<file path="src/rtl/dma_arb.sv">
// dma_arb: shares the memory port between the 65C02 core and one DMA master.
// Stalls the core with RDY, grants bounded DMA bursts, then replays the stalled read.
module dma_arb #(
  parameter int unsigned MAX_BURST = 16,
  parameter int unsigned MIN_CPU   = 4
) (
  input  logic        clk,
  input  logic        RST_N,
  input  logic [15:0] cpu_AD,
  input  logic [7:0]  cpu_DO,
  input  logic        cpu_WE,
  output logic        RDY,
  input  logic        dma_req,
  input  logic [15:0] dma_AD,
  input  logic [7:0]  dma_DO,
  input  logic        dma_WE,
  output logic        dma_gnt,
  output logic        dma_rvalid,
  output logic [15:0] AD,
  output logic [7:0]  DO,
  output logic        WE
);

  typedef enum logic [1:0] {
    S_CPU     = 2'd0,
    S_DMA     = 2'd1,
    S_RESTORE = 2'd2
  } state_t;

  localparam logic [7:0] L_MAX  = 8'(MAX_BURST);
  localparam logic [7:0] L_COOL = 8'(MIN_CPU - 1);

  state_t      r_state;
  logic [7:0]  r_burst;
  logic [7:0]  r_cool;
  logic [15:0] r_save_ad;
  logic        r_rvalid;

  logic        w_take;
  logic        w_end;

  // Only a core read may be interrupted; writes always reach memory.
  assign w_take = dma_req & ~cpu_WE & (r_cool == 8'd0);
  assign w_end  = ~dma_req | (r_burst == L_MAX);

  always_ff @(posedge clk or negedge RST_N) begin
    if (!RST_N) begin
      r_state   <= S_CPU;
      r_burst   <= 8'd0;
      r_cool    <= 8'd0;
      r_save_ad <= 16'd0;
      r_rvalid  <= 1'b0;
    end else begin
      r_rvalid <= (r_state == S_DMA) & ~dma_WE;
      unique case (r_state)
        S_CPU: begin
          if (w_take) begin
            r_state   <= S_DMA;
            r_save_ad <= cpu_AD;
            r_burst   <= 8'd1;
          end else if (r_cool != 8'd0) begin
            r_cool <= r_cool - 8'd1;
          end
        end
        S_DMA: begin
          if (w_end) begin
            r_state <= S_RESTORE;
          end else begin
            r_burst <= r_burst + 8'd1;
          end
        end
        S_RESTORE: begin
          r_state <= S_CPU;
          r_cool  <= L_COOL;
        end
        default: begin
          r_state <= S_CPU;
        end
      endcase
    end
  end

  assign RDY        = (r_state == S_CPU);
  assign dma_gnt    = (r_state == S_DMA);
  assign dma_rvalid = r_rvalid;

  // RESTORE re-reads the saved address so DI is valid when RDY returns.
  always_comb begin
    AD = cpu_AD;
    DO = cpu_DO;
    WE = cpu_WE;
    unique case (r_state)
      S_DMA: begin
        AD = dma_AD;
        DO = dma_DO;
        WE = dma_WE;
      end
      S_RESTORE: begin
        AD = r_save_ad;
        WE = 1'b0;
      end
      default: begin
        AD = cpu_AD;
      end
    endcase
  end

endmodule

</file>
<file path="config.mk">
export PLATFORM = sky130hd
export DESIGN_NAME = dma_arb
export DESIGN_NICKNAME = d
export VERILOG_FILES = /design/src/rtl/dma_arb.sv
export SDC_FILE = /design/constraint.sdc
export NUM_CORES = 1
export LEC_CHECK = 0
export CAP_MARGIN = 40
export CORE_MARGIN = 2
export CORE_UTILIZATION = 45
export CTS_CLUSTER_SIZE = 25
export DETAILED_ROUTE_END_ITERATION = 12
export HOLD_SLACK_MARGIN = 0.1
export PLACE_DENSITY_LB_ADDON = 0.25
export SLEW_MARGIN = 20
export SYNTH_ARGS = -nofsm -noshare
export SYNTH_HDL_FRONTEND = slang
export SYNTH_SLANG_ARGS = --single-unit
</file>
<file path="constraint.sdc">
create_clock -name clk -period 2.6 [get_ports clk]
set_clock_uncertainty 0.2 [all_clocks]
set_input_delay 0.52 -clock clk [delete_from_list [all_inputs] [get_ports clk]]
set_output_delay 0.52 -clock clk [all_outputs]
set_load 0.1 [all_outputs]
</file>
==> results.md <==
* CTS H-Tree Depth at 2
* Total congestion overflow at 0
* MaxCap Viol Count at 0
* Number of CTS-inserted buffers at 5
* Starting density of the core at 46.3%
* GPL Wtd Cong at 0.941
* Via count at 2,120
* Outcome: completed
* Antenna-violating nets left at 0
* Clk sink count at 35
* Vias per cell at 5.78
* Fraction of final layout cells sized beyond drive strength 1 at 35.1%
* Fillers at 267
* Die width at 73.5 microns
* Fin crit share at 94.5%
* Area growth syn-to-layout at 71.1%
* Gr usage total at 24.1%
* Fmax at 0.407 GHz
* Mapped Cells at 223
* Final WL at 6.11 mm
* Final Hold Vio Count at 0
* DRC viols at 0
* CP max stage cell: dfrtp_1
* Syn Area/Cell at 9.75 sq um
* Worst slew pin tran at 0.534 ns
* Core region area at 4690 sq um
* Reg clk slew, reported paths at 0.07 ns
* CTS tree: built
* Max incr delay on CP at 0.38 ns
* Yosys warns at 0
* Synth Net Count at 284
* Worst-Skew Late Latency at 0.29 ns
* DP HPWL at 4.39 mm
* Total I/O pin count at 81
* Synth cell types at 40
* Asr flop ratio synth at 100%
* Synth Cell Area at 2170 sq um
* Largest net degree at the start of global routing at 36
* Die Footprint at 5400 sq um
* Kind of critical path: flop to primary output
* Commonest cells in the synthesized netlist: dfrtp_1, mux2_2, nor2_1, a21oi_1, a22oi_1
* Sequential fraction of the synthesis area at 40.3%
* Iter 0 DRT Violations at 142
* Post-synth EDFFs at 0
* Antenna cells at 0
* Die Y at 73.5 microns
* CTS Root Cell: clkbuf_8
* Nets at 373
* Share of the synthesized area in the top cell type at 40.3%
* Primary FF master, synth: dfrtp_1
* CP required at 1.88 ns
* Crit path top cell by count: buf_12
* Row cnt at 25
* Slew headroom at 64.3%
* Top-count cell post-synth: dfrtp_1
* Final Util at 79.3%
* Yosys top cell by area: dfrtp_1
* Fin crit period at 2.46 ns
* Pre-antenna DRT Iters at 4
* Crit Path Max Fanout at 14
* RSZ-0062 raised after global routing: false
* CP Launch Type: flop
* CTS Buffer Depth at 2
* Vias in the first global route at 2,106
* Final std cells w/o fill at 367
* DP Cell Count at 355
* Data arrival, critical path at 1.74 ns
* Max-slew violation count at 0
* CP Cell Sequence: buf_4, ha_4, buf_12, a22oi_1, a21oi_4, buf_12
* Port Buf Inserts at 80
* Routed wire per std cell at 16.7 microns
* Initial antenna violation count at 0
* Top cells by area, synth: dfrtp_1, mux2_2, a22oi_1, a21oi_1, ha_1
* Critical Path End Type: primary output
* # setup viols final at 0
* Min-delay worst type: flop to flop
* Flop and latch count out of synthesis at 35
* First-pass GRT wire length at 9.94 mm
## critical path: cells and delay by family (launching register included)
family	cells	cell delay (ns)
fa+ha+maj	1	0.19
compound gates	2	0.39
buf+inv	3	0.47
flops	1	0.38
## routing by layer
layer	global-route usage [%]	vias up	routed length [microns]
met5	0	-	0
met1	31.6	1018	2510
met2	37.6	78	3150
met3	5.62	13	307
met4	11.5	0	146
li1	-	1011	-
## flip-flops by register name, summed over array words and instances (netlist names)
signal,cells
dma_rvalid,1
r_burst,8
r_state,2
r_save_ad,16
r_cool,8
## final timing paths
path,cells past startpoint,end,slack [ns],from
worst min register to register,1,r_save_ad[15],0.31,r_save_ad[15]
worst min-delay path,1,r_save_ad[15],0.31,r_save_ad[15]
max in group asynchronous,2,r_save_ad[9],1.42,RST_N
worst max-delay path,6,AD[13],0.14,r_state[0]
min in group asynchronous,2,r_burst[7],0.44,RST_N
worst max register to register,6,r_burst[7],0.20,r_burst[0]
## cells by family (layout without fill, tap and decap cells)
group / count (synthesis) / count (layout) / share of synthesized area [%]
AOI/OAI and AO/OA: 69 / 69 / 20.6
and+or+nand+nor: 59 / 59 / 15.1
DFF: 35 / 35 / 40.3
muxes: 28 / 28 / 14.8
buffers and inverters: 24 / 114 / 4.60
adders and majority gates: 8 / 8 / 4.60
## metrics by stage
step | TNS (ns) | cell area, sq um | setup slack, ns | hold WS (ns)
2_1_floorplan | -0.970 | 2410 | -0.0618 | 0.0244
3_3_place_gp | 0 | 3570 | 0.222 | 0.290
3_5_place_dp | 0 | 3570 | 0.190 | 0.295
4_1_cts | -0.000123 | 3660 | -0.000123 | 0.310
5_1_grt | 0 | 3720 | 0.0426 | 0.331
6_report | 0 | 3720 | 0.143 | 0.308
## cells in the final DEF, fill, tap and decap left out, types with 3 or more instances in the layout
cell type,netlist,layout
a21oi_1,22,6
a21oi_4,0,16
a22oi_1,16,13
a22oi_2,0,3
a31oi_1,4,4
buf_12,0,30
buf_4,0,12
clkbuf_8,0,5
clkdlybuf4s50_1,0,52
clkinv_2,0,3
dfrtp_1,35,35
ha_1,8,6
inv_1,11,10
mux2_2,25,25
nand2_1,7,7
nand3_1,5,5
nand3b_1,4,4
nor2_1,25,25
o211ai_1,5,5
o21ai_0,11,10
o41ai_1,3,3
or3_1,3,3
## final cells by class
class | count | area, sq um | area share, %
clock buffer | 5 | 68.8 | 1.85
inverter | 11 | 41.3 | 1.11
multi-input combinational | 164 | 1430 | 38.4
tap | 54 | 67.6 | 1.82
timing repair buffer | 95 | 1220 | 32.9
clock inverter | 3 | 15.0 | 0.403
sequential | 35 | 876 | 23.5
## what timing repair did
action                                  in CTS  in global routing
pin swaps                                    0                  0
resized for setup                            2                  3
endpoints found under the setup margin       6                 12
hold buffers                                 0                  0
buffers inserted                             0                  4
endpoints found under the hold margin        0                  0
Power is left out: the tool's default activity adds up to more than one toggle a clock period on the data nets, which glitch-free logic cannot reach.
==> edit, RTL diff (config.mk and constraints unchanged) <==
Change the parameter `MAX_BURST` from 16 to 12.
--- a/src/rtl/dma_arb.sv
+++ b/src/rtl/dma_arb.sv
@@ -1,7 +1,7 @@
 // dma_arb: shares the memory port between the 65C02 core and one DMA master.
 // Stalls the core with RDY, grants bounded DMA bursts, then replays the stalled read.
 module dma_arb #(
-  parameter int unsigned MAX_BURST = 16,
+  parameter int unsigned MAX_BURST = 12,
   parameter int unsigned MIN_CPU   = 4
 ) (
   input  logic        clk,
Behaviour: same outputs for any inputs over 10 cycles, from zero or initial values and one cycle with RST_N low; that may be too few to reach the edited logic, so the function may still have changed.
==> edit against the original RTL <==
Routed wire length rose by 8.9%; synthesized area rose by 1.0%; critical path depth is the same; count of clock-buffer cells in the layout up 3; setup slack worse by 0.077 ns; design area rose by 2.6%; critical endpoint is now AD[7]; sequential cell count stayed put; first-iteration DRC count rose by 54%.
Power is not shown: default switching activity piles up to over one toggle a cycle in this logic, so the estimate is an artifact.
==> edit: results (changes against the original RTL) <==
grt_use_met1_pct: 28.8  # was 31.6%
grt_pass1_wl_mm: 10.2  # was 9.94 mm
drive_gt1_share_pct: 36.1  # was 35.1%
globalRouteTotalUtil_pct: 24.5  # was 24.1%
drt_iter0_drc: 219  # was 142
drtAntennaViolNets: 0  # unchanged
wl_met3_um: 310  # was 307 um
hold_path.class: "reg2reg"  # unchanged
status: "completed"  # unchanged
syn_nets: 287  # was 284
cp.arrival_ns: 1.81  # was 1.74 ns
wl_per_cell_um: 17.2  # was 16.7 um
grtUsageMet3_pct: 5.35  # was 5.62%
crit_path_max_fanout: 21  # was 14
yosys-top-cells-count: "dfrtp_1, mux2_2, nor2_1"  # unchanged
dp_hpwl_mm: 4.62  # was 4.39 mm
crit_family: "compound AO/OA/AOI/OAI gates"  # was buffers and inverters
worst_slew_pin_slew_ns: 0.503  # was 0.534 ns
seq_area_frac_synth_pct: 39.9  # was 40.3%
ff2ff_path_depth: 7  # was 6
met1_length_mm: 2.66  # was 2.51 mm
max_stage_delay_ns: 0.42  # was 0.38 ns
fin_nets: 379  # was 373
fill_cells: 264  # was 267
ys.flop_type: "dfrtp_1"  # unchanged
wl_met2_mm: 3.53  # was 3.15 mm
grt_pass1_vias: 2181  # was 2106
synth.top_cells.by_area: "dfrtp_1, mux2_2, a22oi_1"  # unchanged
yosysUniqueCellTypes: 43  # was 40
met2_usage_pct: 43.7  # was 37.6%
dpl-instance-area_um2: 3610  # was 3570 um2
gp_congestion: 0.823  # was 0.941
vias_per_cell: 5.63  # was 5.78
-- edit: cell count changes after synthesis, sizes merged, moves of 2 or more --
cell,unedited run,this run
buf,2,5
nand3b,4,1
clkbuf,11,9
nand2,7,9
or4b,2,4
-- edit: final timing paths --
| kind | start | end | slack, ns |
|---|---|---|---|
| setup / recovery | r_state[1] | AD[7] | 0.07 |
| hold reg to reg | r_save_ad[1] | r_save_ad[1] | 0.31 |
| setup reg to reg | r_state[1] | r_burst[0] | 0.16 |
| hold / removal | r_save_ad[1] | r_save_ad[1] | 0.31 |
| max in group asynchronous | RST_N | r_state[0] | 1.40 |
| min in group asynchronous | RST_N | r_burst[0] | 0.45 |
-- edit: repair_timing --
item                       4_1_cts  5_1_grt
gates resized for setup          2        4
setup endpoints to repair       15       24
pin swaps                        1        0
buffers inserted                 3        6
-- edit: cell families (layout without fill, tap and decap cells) --
kind of cell,after synthesis,after routing,synth area share [%]
compound gates,68,68,20.3
flops,35,35,39.9
fa+ha+maj,8,8,4.56
buf+inv,25,118,4.84
simple gates,62,62,15.8
mux,28,28,14.6
other cells,0,1,0
-- edit: final cells by class --
cell class	count	area [um2]	share of cell area, %
multi-input combinational	166	1450	37.9
timing repair buffer	99	1260	33.1
sequential	35	877	23.0
clock buffer	8	100	2.62
tap	67	83.8	2.20
inverter	11	41.3	1.08
antenna	1	2.50	0.0655
-- edit: through the flow --
stage | setup TNS, ns | setup slack [ns] | hold slack, ns | instances | utilization [%]
after floorplan | -0.540 | -0.0555 | 0.0244 | 226 | -
after global placement | 0 | 0.0936 | 0.288 | 369 | 76.5
after detailed placement | 0 | 0.0684 | 0.296 | 369 | 76.5
after CTS | -0.00759 | -0.00759 | 0.312 | 380 | 79.5
after global routing | 0 | 0.0265 | 0.317 | 386 | 80.8
final | 0 | 0.0660 | 0.311 | 387 | 80.8
